[src/rtl/controller.sv]
// Sequencing front end for the 4-bit ALU. The shared input bus is captured one field
// per advance_signal edge: A, B, carry-in, opcode. The next edge executes, the one after shows the result.
module controller (
   input  logic       advance_signal,
   input  logic       reset_signal,
   input  logic [3:0] in,
   output logic [3:0] out,
   output logic       cout,
   output logic [7:0] out_control_display
);

   typedef enum logic [2:0] {
      S_A    = 3'd0,
      S_B    = 3'd1,
      S_CIN  = 3'd2,
      S_OP   = 3'd3,
      S_EXEC = 3'd4,
      S_SHOW = 3'd5
   } state_t;

   state_t     state_q;
   state_t     state_d;
   logic [3:0] a_q;
   logic [3:0] b_q;
   logic       cin_q;
   logic [3:0] op_q;
   logic       load_a;
   logic       load_b;
   logic       load_cin;
   logic       load_op;
   logic       load_res;
   logic [4:0] alu_res;

   always_ff @(posedge advance_signal or posedge reset_signal) begin
      if (reset_signal) state_q <= S_A;
      else              state_q <= state_d;
   end

   always_comb begin
      state_d             = state_q;
      load_a              = 1'b0;
      load_b              = 1'b0;
      load_cin            = 1'b0;
      load_op             = 1'b0;
      load_res            = 1'b0;
      out_control_display = 8'h00;
      case (state_q)
         S_A: begin
            load_a              = 1'b1;
            out_control_display = 8'h01;
            state_d             = S_B;
         end
         S_B: begin
            load_b              = 1'b1;
            out_control_display = 8'h02;
            state_d             = S_CIN;
         end
         S_CIN: begin
            load_cin            = 1'b1;
            out_control_display = 8'h04;
            state_d             = S_OP;
         end
         S_OP: begin
            load_op             = 1'b1;
            out_control_display = 8'h08;
            state_d             = S_EXEC;
         end
         S_EXEC: begin
            load_res            = 1'b1;
            out_control_display = 8'h10;
            state_d             = S_SHOW;
         end
         S_SHOW: begin
            out_control_display = 8'h20;
            state_d             = S_A;
         end
         default: begin
            out_control_display = 8'h01;
            state_d             = S_A;
         end
      endcase
   end

   // Bit 4 of alu_res is the carry/borrow flag; logic and pass ops force it low.
   always_comb begin
      alu_res = 5'd0;
      case (op_q)
         4'b0000: alu_res = {1'b0, a_q} + {1'b0, b_q};
         4'b0001: alu_res = {1'b0, a_q} + {1'b0, ~b_q} + 5'd1;
         4'b0010: alu_res = {1'b0, a_q & b_q};
         4'b0011: alu_res = {1'b0, a_q | b_q};
         4'b0100: alu_res = {1'b0, a_q ^ b_q};
         4'b0101: alu_res = {1'b0, ~a_q};
         4'b0110: alu_res = {1'b0, a_q} + 5'd1;
         4'b0111: alu_res = {1'b0, a_q} + 5'h0F;
         4'b1000: alu_res = {a_q[3], a_q[2:0], 1'b0};
         4'b1001: alu_res = {a_q[0], 1'b0, a_q[3:1]};
         4'b1010: alu_res = {a_q[0], a_q[3], a_q[3:1]};
         4'b1011: alu_res = {1'b0, ~(a_q & b_q)};
         4'b1100: alu_res = {1'b0, a_q} + {1'b0, b_q} + {4'd0, cin_q};
         4'b1101: alu_res = {1'b0, a_q} + {1'b0, ~b_q} + {4'd0, cin_q};
         4'b1110: alu_res = {1'b0, a_q};
         4'b1111: alu_res = {1'b0, b_q};
         default: alu_res = 5'd0;
      endcase
   end

   always_ff @(posedge advance_signal or posedge reset_signal) begin
      if (reset_signal) begin
         a_q   <= 4'd0;
         b_q   <= 4'd0;
         cin_q <= 1'b0;
         op_q  <= 4'd0;
         out   <= 4'd0;
         cout  <= 1'b0;
      end else begin
         if (load_a)   a_q   <= in;
         if (load_b)   b_q   <= in;
         if (load_cin) cin_q <= in[0];
         if (load_op)  op_q  <= in;
         if (load_res) {cout, out} <= alu_res;
      end
   end

endmodule

[config.mk]
export PLATFORM = sky130hd
export DESIGN_NAME = controller
export DESIGN_NICKNAME = d
export VERILOG_FILES = /design/src/rtl/controller.sv
export SDC_FILE = /design/constraint.sdc
export NUM_CORES = 1
export LEC_CHECK = 0
export ABC_CLOCK_PERIOD_IN_PS = 6600
export BUFFER_PORTS_ARGS = -buffer_cell sky130_fd_sc_hd__buf_4
export CAP_MARGIN = 20
export CORE_ASPECT_RATIO = 0.75
export CORE_MARGIN = 1.5
export CORE_UTILIZATION = 37
export DETAILED_ROUTE_END_ITERATION = 8
export PLACE_DENSITY = 0.58
export SLEW_MARGIN = 20
export SYNTH_ARGS = -nofsm -noshare
export SYNTH_HDL_FRONTEND = slang
export SYNTH_SLANG_ARGS = --single-unit
[constraint.sdc]
create_clock -name advance_signal -period 6.6 [get_ports advance_signal]
set_input_delay 1.32 -clock advance_signal [delete_from_list [all_inputs] [get_ports advance_signal]]
set_output_delay 1.32 -clock advance_signal [all_outputs]
set_load 0.02 [all_outputs]
# Yosys cells after proc, flatten, opt, wreduce, memory -nomap -nowiden
# Cells that the tools add are included.
[word_totals]
ff_bits = 21
input_bits = 6
output_inout_bits = 13
wordCells = 50
[classes]
add_sub_neg = 7
n_eq_ne = 20
muxes = 8
n_bitwise = 6
reduce_logical = 2
[ops]
columns = ["cell", "count"]
rows = [
  ["5-bit case mux with 16 select lines", 1],
  ["4-bit == test (second input constant)", 8],
  ["6-bit case mux with 5 select lines", 1],
  ["4-bit by 3-bit == test with 1-bit output (second input constant)", 4],
  ["3-bit case mux with 5 select lines", 1],
  ["4-bit inverter", 3],
  ["4-bit by 4-bit adder with 5-bit output", 2],
  ["5-bit by 1-bit adder with 5-bit output", 2],
  ["4-bit by 2-bit == test with 1-bit output (second input constant)", 2],
  ["3-bit by 2-bit == test with 1-bit output (second input constant)", 2],
  ["3-bit == test (second input constant)", 2],
  ["4-bit by 1-bit adder with 5-bit output (second input constant)", 1],
  ["4-bit by 4-bit adder with 5-bit output (second input constant)", 1],
  ["5-bit by 1-bit adder with 5-bit output (second input constant)", 1],
  ["1-bit 2-to-1 mux", 5],
  ["4-bit bitwise AND", 1],
  ["4-bit by 1-bit == test with 1-bit output (second input constant)", 1],
  ["4-bit zero test", 1],
  ["4-bit OR", 1],
  ["4-bit bitwise XOR", 1],
  ["3-bit by 1-bit == test with 1-bit output (second input constant)", 1],
  ["3-bit zero test", 1],
]

# Logic depth before layout (Yosys ltp)
# Gate-level depths: netlist (run 1).
[depth]
word_depth = 4
depth_mapped = 13
depth_no_buf = 13

# Least setup slack after synthesis (run 1)
# Ideal clock, no wire load.
[synth_path]
path_kind = "reg2reg"
from = "register a_q[1]"
to = "register out[1]"
setup_time_ns = 0.121
t_arrival_ns = 2.768
t_required_ns = 6.479
path_slack_ns = 3.711
stages_incl_launch_ff = 13
path_buffers = 1
period_less_slack_ns = 2.889
path_cell_list = "dfrtp_1 clkbuf_1 inv_1 fa_1 inv_1 nor2_1 a21oi_1 ha_1 a21oi_1 a2bb2oi_1 a21oi_1 or3_1 a22o_1"
[synth_between]
elab_chain_cells = 3
word_cells_on_any_way = 13
classes_between = "add/sub: 7; mux: 1; bitwise: 5"
[synth_lines]
columns = ["element", "line_no", "text"]
rows = [
  ["from (decl)", "23", "logic [3:0] a_q;"],
  ["from (signal assigned)", "117", "if (load_a) a_q <= in;"],
  ["4-bit by 4-bit adder with 5-bit output, or another cell as far along", "89, 101", ""],
  ["5-bit by 1-bit adder with 5-bit output, or another cell as far along", "101", "4'b1101: alu_res = {1'b0, a_q} + {1'b0, ~b_q} + {4'd0, cin_q};"],
  ["5-bit case mux with 16 select lines (*)", "87", "case (op_q)"],
  ["to (signal assigned)", "121", "if (load_res) {cout, out} <= alu_res;"],
  ["to (decl)", "7", "output logic [3:0] out,"],
]
# Mark *: on every way between the ends. The rest lies on a longest branch, timed or not.
# A chain may end at the register's enable or synchronous reset.

# Worst setup path after layout (run 1)
[layout_path]
from = "register op_q[2]"
to = "register out[1]"
[layout_between]
elab_chain_cells = 2
word_cells_on_any_way = 17
classes_between = "eq/ne: 15; mux: 1; reduce/logical: 1"
[layout_lines]
columns = ["element", "line_no", "text"]
rows = [
  ["from (decl)", "26", "logic [3:0] op_q;"],
  ["from (signal assigned)", "120", "if (load_op) op_q <= in;"],
  ["4-bit == test, or another cell as far along", "87", ""],
  ["5-bit case mux with 16 select lines (*)", "87", ""],
]
# Marks and branches as above.

==> results of run 1 <==
## cells in the mapped netlist (all sizes together), types with 2 or more instances
| cell type | number | share of area (%) |
|---|---|---|
| or2 | 2 | 0.57 |
| xor2 | 4 | 1.6 |
| a221oi | 2 | 1.1 |
| nand3b | 3 | 1.0 |
| o2bb2ai | 2 | 0.80 |
| o211a | 2 | 0.91 |
| nand4b | 2 | 1.5 |
| buf | 15 | 3.5 |
| a21o | 3 | 1.0 |
| o21ai | 20 | 4.6 |
| mux2i | 3 | 1.4 |
| xnor2 | 10 | 4.0 |
| a2111oi | 2 | 0.80 |
| nor3b | 6 | 2.1 |
| fa | 2 | 1.8 |
| nand3 | 3 | 0.68 |
| mux2 | 6 | 3.1 |
| or4 | 2 | 0.68 |
| nor2 | 17 | 2.9 |
| clkbuf | 7 | 1.3 |
| o211ai | 4 | 1.4 |
| ha | 16 | 9.1 |
| nand2 | 26 | 4.4 |
| a22oi | 5 | 1.7 |
| a22o | 3 | 1.2 |
| o22ai | 4 | 1.1 |
| nor3 | 13 | 3.0 |
| nand2b | 5 | 1.4 |
| a21oi | 14 | 3.2 |
| nor2b | 4 | 1.1 |
| a31oi | 7 | 2.0 |
| dfrtp | 21 | 24 |
| inv | 18 | 3.1 |
## routing by layer
metal  vias to the layer above  global-route usage [%]
met2                        82                    24.3
met5                         -                       0
met3                         5                    2.63
met4                         0                    3.08
met1                       967                    33.9
li1                        992                       -
## cell usage in the layout (no fill, tap or decap), types with 2 or more instances in the layout
| cell type | instances |
|---|---|
| sky130_fd_sc_hd__nor2b_1 | 4 |
| sky130_fd_sc_hd__fa_1 | 2 |
| sky130_fd_sc_hd__nand3_1 | 3 |
| sky130_fd_sc_hd__a22oi_1 | 5 |
| sky130_fd_sc_hd__nand3b_1 | 3 |
| sky130_fd_sc_hd__conb_1 | 2 |
| sky130_fd_sc_hd__dfrtp_1 | 21 |
| sky130_fd_sc_hd__ha_1 | 16 |
| sky130_fd_sc_hd__o22ai_1 | 4 |
| sky130_fd_sc_hd__nand2b_1 | 5 |
| sky130_fd_sc_hd__nor3b_1 | 6 |
| sky130_fd_sc_hd__xor2_1 | 4 |
| sky130_fd_sc_hd__a22o_1 | 3 |
| sky130_fd_sc_hd__nor2_1 | 17 |
| sky130_fd_sc_hd__o211ai_1 | 4 |
| sky130_fd_sc_hd__buf_4 | 19 |
| sky130_fd_sc_hd__a21oi_1 | 14 |
| sky130_fd_sc_hd__xnor2_1 | 10 |
| sky130_fd_sc_hd__nor3_1 | 12 |
| sky130_fd_sc_hd__or2_2 | 2 |
| sky130_fd_sc_hd__o21ai_0 | 20 |
| sky130_fd_sc_hd__or4_1 | 2 |
| sky130_fd_sc_hd__mux2i_1 | 3 |
| sky130_fd_sc_hd__a21o_1 | 3 |
| sky130_fd_sc_hd__nand2_1 | 26 |
| sky130_fd_sc_hd__mux2_2 | 6 |
| sky130_fd_sc_hd__inv_1 | 17 |
| sky130_fd_sc_hd__a2111oi_0 | 2 |
| sky130_fd_sc_hd__o211a_1 | 2 |
| sky130_fd_sc_hd__clkbuf_8 | 3 |
| sky130_fd_sc_hd__o2bb2ai_1 | 2 |
| sky130_fd_sc_hd__a31oi_1 | 7 |
## area by class of cell
cell class,count,share of cell area [%]
multi-input cells,215,63.1
flip-flops and latches,21,22.0
repair buffers,19,5.98
well taps,78,4.09
inverters,18,2.83
clock buffers,3,1.73
clock inverters,1,0.210
## through the flow
step / cells / util (%) / total power (uW) / hold WS, ns
5_1_grt: 355 / 41.4 / 398 / 0.543
6_report: 355 / 41.4 / 374 / 0.489
3_5_place_dp: 351 / 40.5 / 285 / 0.476
2_1_floorplan: 276 / - / 249 / 0.480
3_3_place_gp: 351 / 40.5 / 286 / 0.473
4_1_cts: 355 / 41.3 / 376 / 0.496
## path summary, 6_finish.rpt
kind	from	to	slack, ns	depth (start not counted)
max	op_q[2]	out[1]	3.44	9
min	out[0]	out[0]	0.49	2
max reg2reg	op_q[2]	out[1]	3.44	9
min reg2reg	out[0]	out[0]	0.49	2
max in group asynchronous	reset_signal	a_q[2]	4.89	2
min in group asynchronous	reset_signal	out[0]	1.21	2
## critical path: cells and delay by family, from the launching register on
kind,cells,cell delay (ns)
xor gates and xnor gates,1,0.12
adders and majority gates,2,0.49
DFF,1,0.91
AOI/OAI and AO/OA,4,0.57
and+or+nand+nor,2,0.96
## sequential cells by signal, summed over array words and instances (netlist names)
| register | cells |
|---|---|
| cout | 1 |
| b_q | 4 |
| op_q | 4 |
| cin_q | 1 |
| state_q | 3 |
| out | 4 |
| a_q | 4 |
## kinds of logic (layout without fill, tap and decap cells)
kind of cell             after synthesis  after routing  share of synthesized area, %
AO/OA/AOI/OAI                         81             81                          24.8
XOR/XNOR                              14             14                          5.58
adder cells (fa/ha/maj)               18             18                          10.9
buffers and inverters                 40             41                          7.86
flip-flops                            21             21                          23.9
multiplexers                           9              9                          4.44
other                                  1              2                         0.171
AND/OR/NAND/NOR                       91             91                          22.2
## power groups by stage
stage,Clock [uW],Sequential [uW],Combinational (uW)
CTS,92.5,152,131
global placement,0,154,131
floorplan,0,152,96.9
global route,97.4,154,146
finish,89.1,152,133
detailed placement,0,155,131
==> impl_summary.md, run 1 <==
Clocking
The H-tree depth reported by CTS is 1. The clock passes through at most 2 buffers. The root buffer cell chosen for the clock tree is sky130_fd_sc_hd__clkbuf_8. Post-CTS repair changed the size of 0 cells. At the later pin of the worst-skew pair, clock insertion delay measures 0.27 ns. The number of post-CTS setup repair buffers is 0. After clock tree synthesis, the flow added hold-fix buffers numbering 0. Clock-pin slew was measured on the worst setup and hold paths at 0.08 ns.

TritonCTS built the clock tree. The clock buffer count from CTS is 3. For this design, the sink count on the clock tree is 21.

Power and ir drop
The switching power as a share of total power is 36.9%. Per report_power, the combinational group accounts for 35.6% of the total. The proportion of power drawn by flip-flops and latches is 40.6%. The worst-case vdd ir drop is 0.0573 mV.

The internal power is 236 uW. The power dissipated by switching net loads is 138 uW. The clock network fraction of design power is 23.8%.

The leakage component of the power is 0.00106 uW. The power density relative to cell area is 157 mW/mm2.

Placed design
The total of buffers placed on input and output ports is 16. Timing analysis after detailed placement gives a worst setup slack of 3.50 ns. The routability congestion estimate is 0.920. The post-placement cell area is 0.00233 mm2. Detailed placement ended at an HPWL of 4500 um.

Timing
Setup repair after global routing left no endpoint under its margin. The final sum of negative setup slack is 0 ns. The actual transition at the worst max-transition pin is 0.869 ns. The final-report max-slew violation count came to 0. The smallest clock period supported by the final layout is computed as 3.16 ns.

Dividing the final minimum period by the clock period gives 47.8%. Setup violations remaining at the end of the flow were counted as 0. The number of hold violations in the final report is 0.

For the final database, setup skew stands at 0.00202 ns. Static timing analysis puts the maximum clock frequency at 317 MHz. In the post-route analysis, the smallest setup slack over all paths is 3.44 ns.

Measured against its own limit, the worst slew margin works out to 42.1%.

Synth
The synthesized instance count is 275. The register area share after synthesis is 23.9%. After synthesis, the share of flip-flops with an asynchronous set or reset is 100%. Synthesis inferred 21 register bits. The synthesized area is 0.00220 mm2. The synthesis warning total is 0. The count of different cell masters after synthesis is 61.

The number of enable flip-flop cells after synthesis is 0. A synthesized cell averages 7.98 um2. The most common flop cell mapped by yosys is sky130_fd_sc_hd__dfrtp_1.

Cells and area
0 antenna diodes ended up in the layout. The number of nets in the final layout is 302. The filler cell count in the final layout is 628. Summing all multi-input logic gate instances after layout gives 0.00151 mm2. The combined flip-flop and latch cell area is 526 um2. Relative to the synthesized area, the layout overhead comes to 8.66%.

The post-route netlist has 13.0% of its cells at a drive strength greater than 1. The final design instance area without fill is 0.00239 mm2.

Die
The die height is 69.7 um. For this configuration, the core starts out at a cell density of 38.1%. The number of top-level pins is 19.

The die covers 0.00641 mm2. The area of the core region is 0.00577 mm2. From left edge to right edge, the die measures 92.0 um.

The count of standard-cell rows is 24.

Worst hold path
The class of the tightest hold or removal check is flip-flop to flip-flop.

Detailed routing
The vias per cell is 5.76. The total length of routed met2 wires is 2300 um. The wire length per cell after detailed routing is 16.7 um. For this block, the initial DRC count from the detailed router was 237.

The met3 wire length is 431 um. The routed layout has 2,046 vias. The final layout contains routed wiring with a total length of 5950 um. The detailed router used layers up to and including met4. The count of nets left with antenna violations once routing finished came out at 0. The total DRC errors in the routed layout is 0. The number of detailed-routing iterations run before antenna repair is 5.

The detailed router put a total of 3180 um of wire on met1.

Critical path
The sort of element at the end of the critical path is a flip-flop. The critical path required time is 6.77 ns. The critical path is of the flip-flop to flip-flop type.

Traced cell by cell, the critical path runs through and4b_1 > xnor2_1 > ha_1 > ha_1 > a21oi_1 > a2bb2oi_1 > a21oi_1 > or3_1 > a22o_1. The critical path's largest stage delay is 0.91 ns. The arrival time of data at the critical path endpoint is 3.32 ns. The slowest stage of the critical path belongs to the cell sky130_fd_sc_hd__dfrtp_1. STA classifies the critical path startpoint as a flip-flop.

The maximum fanout along the worst path is 27.

Run status
The run finished with clean final reports.

Global route
The first global-routing pass estimated 9760 um of wire. The via count of the first global-routing pass came to 1,740. The largest net degree at the start of global routing is 37.

The total global routing track utilization is 19.4%. The initial antenna violation count came to 0. Summed over all layers, the global routing overflow is 0.

Run
The max-cap check violation count is 0.
(Power assumes the default switching activity.)
==> run 2: changes to the inputs <==
Settings changed: ABC_CLOCK_PERIOD_IN_PS 6600 to 3100.
Clock period 6.6 ns to 3.1 ns, I/O delays scaled along.
==> run 2 against run 1 <==
Net effect: non-clock buffer count is 9 higher; worst hold slack better by 0.011 ns; final area is 2.6% higher; first-iteration DRC count is 7.2% higher; clock power is 110% higher; largest cell class unchanged; largest power group unchanged; highest routed layer unchanged.
==> impl_summary.md, run 2 (synthesis results as in run 1) <==
Clocking
The clock drives 21 sinks. The root buffer selected by CTS is sky130_fd_sc_hd__clkbuf_8. The clock insertion delay at the later pin of the skew report is 0.27 ns. Hold repair after CTS inserted 0 buffers. The maximum buffer depth of the clock tree is 2. The H-tree depth reported by CTS is 1.

Post-CTS timing repair inserted 0 buffers for setup. TritonCTS built the clock tree. Buffers inserted during clock tree synthesis total 3.

Clock-pin slew was measured on the worst setup and hold paths at 0.09 ns. The number of gates given a new drive strength after cts is 0.

Placed design
The estimated wirelength of the detail-placed design is 4650 um. The routability congestion estimate is 0.920. The total of buffers placed on input and output ports is 16.

Detailed routing
The total detailed-routing wirelength is 6070 um. The detail route stage leaves a number of antenna-violating nets equal to 0. The wire length per cell after detailed routing is 16.7 um. After detailed routing, the number of vias per cell comes to 5.59. The violation count after the first detailed-route iteration is 254. The first detailed-routing pass took 4 iterations.

For this run, design rule violations remaining after detail routing come to 0. Across all layers, the routed design uses 2,035 vias.

Die
The number of top-level pins is 19. The full die area is 0.00641 mm2. In this run the vertical extent of the chip is 69.7 um. The total area inside the core boundary comes to 0.00577 mm2. The starting density of the core is 38.1%.

Measured along the x axis, the die boundary spans 92.0 um. The count of standard-cell rows is 24.

Critical path
The critical path's largest stage delay is 0.53 ns. The slowest stage cell on the critical path is sky130_fd_sc_hd__fa_1. The number of buffers and inverters on the critical path is 3. The maximum fanout along the worst path is 3. The signal on the critical path passes through inv_1 > ha_1 > inv_1 > fa_1 > inv_1 > nor2_1 > a21oi_1 > ha_1 > a21oi_1 > a2bb2oi_1 > a21oi_1 > or3_1 > a22o_1.

The critical path launch point type is a flip-flop. Broken down by cell family, the worst path's largest delay share belongs to adder cells. The arrival time of data at the critical path endpoint is 3.02 ns. By startpoint and endpoint, the worst setup path is classified as flip-flop to flip-flop. The worst setup path is captured at a flip-flop. The critical path required time is 3.27 ns.

Run status
The flow ran to the end, and the final reports show no timing, DRC or antenna violations.

Cells and area
The number of diodes is 0. The post-route netlist has 15.4% of its cells at a drive strength greater than 1. Counting the fill cells in the layout gives 588. The most frequent standard cell in the layout excluding fill and tap cells is sky130_fd_sc_hd__buf_4. Once layout is complete, the utilization of the core stands at 42.5%. In the layout the commonest cells are sky130_fd_sc_hd__buf_4 (28), sky130_fd_sc_hd__nand2_1 (26), sky130_fd_sc_hd__dfrtp_1 (21). The number of nets in the final layout is 311. Compared with the post-synthesis result, the final layout area differs by 11.5%.

Timing
The actual transition at the worst max-transition pin is 0.831 ns. Setup violations remaining at the end of the flow were counted as 0. The shortest clock period the worst path allows after layout is 2.85 ns. The part of the cycle the worst path needs is 91.9%.

The final-report max-slew violation count is 0. Setup repair after global routing left no endpoint under its margin. The final sum of negative setup slack is 0 ns. The relative max-transition margin is 44.5%.

The clock arrives with 0.0137 ns of skew. The number of hold violations in the final report is 0. Based on the critical path, the design can be clocked at up to 351 MHz.

Global route
The first-pass GRT wire length is 10,100 um. The overflow left after global routing is 0. The initial antenna violation count came to 0. The via count of the first global-routing pass came to 1,840. The total global routing track utilization is 19.9%. Entering global routing, the biggest net connects 27 pins.

Worst hold path
The worst hold path belongs to the class flip-flop to flip-flop.

Power and ir drop
Summed over all cells, the static leakage comes to 0.00109 uW. The power density relative to cell area is 329 mW/mm2. The worst-case vdd ir drop is 0.118 mV.

Run
Across the run, the number of max-cap violations was 0.
## run 2: changes by cell type in the layout (fill, tap and decap cells not counted), sizes merged
cell / before / now
buf: 19 / 28
## run 2: cell type report
cell class	instances	area, um2	area share [%]
clock buffers	3	41.3	1.69
clock inverters	1	5.00	0.204
inverters	18	67.6	2.76
multi-input cells	215	1500	61.3
flip-flops and latches	21	526	21.5
well taps	78	97.6	3.99
repair buffers	28	210	8.58
## run 2: per-layer routing
layer  vias to the layer above  routed length (um)  track usage (%)
li1                       1008                   -                -
met2                        73                2370             25.8
met3                         4                 473             4.06
met1                       950                3190             33.4
met4                         0                  39             2.74
met5                         -                   0                0
## run 2: metrics by stage
stage | hold slack, ns | cell area [um2] | total power (uW) | setup slack, ns | cells
finish | 0.500 | 2450 | 805 | 0.251 | 364
global route | 0.555 | 2450 | 852 | 0.141 | 364
CTS | 0.504 | 2450 | 806 | 0.276 | 364
detailed placement | 0.484 | 2400 | 616 | 0.286 | 360
global placement | 0.465 | 2400 | 616 | 0.322 | 360
floorplan | 0.480 | 2200 | 531 | 0.211 | 276
## run 2: where the power goes
part / switching (uW) / internal, uW
logic: 178 / 128
clock network: 98.2 / 89.8
registers: 18.0 / 293
## run 2: path summary, 6_finish.rpt
| kind | startpoint | end | slack, ns | cells past startpoint |
|---|---|---|---|---|
| max in group asynchronous | reset_signal | a_q[0] | 2.06 | 2 |
| min in group asynchronous | reset_signal | state_q[0] | 0.51 | 2 |
| hold reg to reg | out[0] | out[0] | 0.50 | 2 |
| hold / removal | out[0] | out[0] | 0.50 | 2 |
| setup / recovery | b_q[0] | out[1] | 0.25 | 13 |
| setup reg to reg | b_q[0] | out[1] | 0.25 | 13 |
## run 2: worst min-delay path: stages (launching register included)
cell	delay (ns)
sky130_fd_sc_hd__dfrtp_1	0.35
sky130_fd_sc_hd__nand2_1	0.05
sky130_fd_sc_hd__o21ai_0	0.07
==> run 3: changes to the inputs <==
Settings changed: CAP_MARGIN 20 to 15, REMOVE_ABC_BUFFERS set to 1.
==> run 3 against run 2 <==
Net effect: die area unchanged; via count grew 0.64%; routed wire length down 2.1%; clock-buffer cell count grew 1; combinational power barely moved; worst setup slack improved by 0.0066 ns; non-clock buffer count is 1 higher; register-to-register slack about the same; first-iteration DRC count fell by 29%; sequential power is essentially flat; global-route usage fell by 0.68 points; flip-flop and latch count did not move; largest cell class unchanged.
==> impl_summary.md, run 3 (synthesis results as in run 1) <==
Global route
Entering global routing, the biggest net connects 28 pins. met1 is the most crowded layer. For met2 alone, demand over resource in global routing was 25.7%. The met3 usage is 2.74%. The total global routing track utilization is 19.2%. The initial antenna violation count came to 0.

The via count of the first global-routing pass is 1,758. The first global-routing pass estimated 9680 um of wire. The overflow left after global routing is 0. The routing usage on met1 is 32.6%.

Timing
Setup violations remaining at the end of the flow were counted as 0. The worst clock skew is 0.0103 ns. For the final routed database, the setup TNS stands at 0 ns. The number of hold violations in the final report is 0. The worst slack on hold paths is 0.501 ns. The part of the cycle the worst path needs is 91.7%. The actual transition at the worst max-transition pin is 0.868 ns. For this run, the top clock speed supported by timing is 352 MHz.

The relative max-transition margin is 42.1%. Counting I/O delays and the setup requirement, the final critical path takes 2.84 ns. The final-report max-slew violation count came to 0. Setup repair after global routing left no endpoint under its margin.

Critical path
The gate family responsible for the most delay along the worst path is adder cells. The critical setup path kind is flip-flop to flip-flop. The most critical setup path has its startpoint at b_q[0]. The arrival time of data at the critical path endpoint is 3.00 ns. For this run, the slowest stage of the critical path takes 0.52 ns. The critical path required time is 3.26 ns.

The worst setup path is captured at a flip-flop. The critical path contains buffers and inverters numbering 3 combined. In this run the worst path has a maximum fanout of 3.

The startpoint identified for the worst register-to-register timing path is b_q[0]. STA classifies the critical path startpoint as a flip-flop. For this design, the slowest cell found on the critical path is sky130_fd_sc_hd__fa_1. The signal on the critical path passes through inv_1 > ha_1 > inv_1 > fa_1 > inv_1 > nor2_1 > a21oi_1 > ha_1 > a21oi_1 > a2bb2oi_1 > a21oi_1 > or3_1 > a22o_1.

Clocking
The CTS clock-pin slew for the worst setup and hold paths is 0.09 ns. The maximum buffer depth of the clock tree is 2. The clock tree from TritonCTS is done.

For the worst-skew pair, the clock arrives at the later sink with an insertion delay of 0.27 ns. Once the clock tree was built, the setup fixing pass inserted 0 buffers. The number of hold buffers added after CTS was 0. The total clock sinks is 21. The number of gates given a new drive strength after cts is 0. TritonCTS created 3 clock buffers. CTS built an H-tree with a depth of 1. The tree is rooted in a sky130_fd_sc_hd__clkbuf_8.

Power and ir drop
The total design power is 809 uW. For this design the static power due to leakage is 0.00110 uW. The power density relative to cell area is 330 mW/mm2. The worst-case vdd ir drop is 0.198 mV.

Die
The starting density of the core is 38.1%. The area of the core region is 0.00577 mm2. Row generation in the floorplan step produced 24 rows.

During I/O placement, the number of pins put on the boundary was 19. The die covers 0.00641 mm2. The die boundary width is 92.0 um.

In this run the vertical extent of the chip is 69.7 um.

Cells and area
The sequential cells in the finished layout cover a total of 526 um2. The top cell types in the final layout, fill and taps aside, are sky130_fd_sc_hd__buf_4 (29), sky130_fd_sc_hd__nand2_1 (26), sky130_fd_sc_hd__dfrtp_1 (21). The share of final-layout standard cells stronger than drive strength 1 is 15.3%.

Relative to the synthesized area, the layout overhead comes to 11.8%. The library cell used most frequently in the layout, excluding fill and tap cells, is sky130_fd_sc_hd__buf_4. The final design instance area without fill is 0.00245 mm2. The multi-input combinational cells in the finished layout cover a total of 0.00150 mm2. The utilization after layout is 42.6%.

The number of diodes is 0. The filler cell count in the final layout is 598. The number of nets in the final layout is 312.

Worst hold path
The path class of the tightest hold or removal check is flip-flop to flip-flop. The worst hold path startpoint is out[0].

Detailed routing
After the first detailed-routing iteration, the DRC count stood at 180. Summing over every cut layer, the via total after detailed routing is 2,048. After detailed routing, the total wire length is 5940 um. Dividing the detail-routed via count by the number of cells gives 5.61. The number of detailed-routing iterations run before antenna repair is 5.

The wire length per cell after detailed routing is 16.3 um. The detail route stage leaves a number of antenna-violating nets equal to 0. The total DRC errors in the routed layout is 0.

Run
The max-cap check violation count is 0.

Placed design
At the end of routability-driven placement, the weighted congestion stood at 0.894. After detailed placement, the total cell area comes to 0.00241 mm2. The estimated wirelength of the detail-placed design is 4490 um. The total of buffers placed on input and output ports is 16.

Run status
The run finished with clean final reports.
-- run 3: where the power goes --
part           switching (uW)  internal [uW]  leakage [uW]  total, uW
Clock                     102           91.9     0.0000228        194
Combinational             175            130      0.000824        305
Sequential               17.3            293      0.000250        310
Total                     294            515       0.00110        809
-- run 3: per-stage QoR --
step	std cells	setup slack (ns)
floorplan	254	0.310
global placement	361	0.328
detailed placement	361	0.281
CTS	365	0.252
global route	365	0.0915
finish	365	0.257
-- run 3: per-layer routing --
layer,vias up,wire [um]
met3,2,432
met1,970,3090
met5,-,0
li1,1006,-
met2,70,2410
met4,0,7
-- run 3: worst paths after layout --
kind | cells after the start | endpoint | slack (ns)
setup reg to reg | 13 | out[1] | 0.26
hold / removal | 2 | out[0] | 0.50
min in group asynchronous | 2 | b_q[3] | 0.52
max in group asynchronous | 2 | op_q[1] | 2.03
setup / recovery | 13 | out[1] | 0.26
hold reg to reg | 2 | out[0] | 0.50
-- run 3: layout make-up --
type / instances / share of cell area [%]
multi-input combinational: 215 / 61.2
sequential: 21 / 21.4
timing repair buffer: 29 / 8.87
tap: 78 / 3.98
inverter: 18 / 2.75
clock buffer: 4 / 1.83
-- run 3: tightest hold or removal path, stage by stage, from the launching register on --
cell and delay, ns:
sky130_fd_sc_hd__dfrtp_1 0.36, sky130_fd_sc_hd__nand2_1 0.05, sky130_fd_sc_hd__o21ai_0 0.06
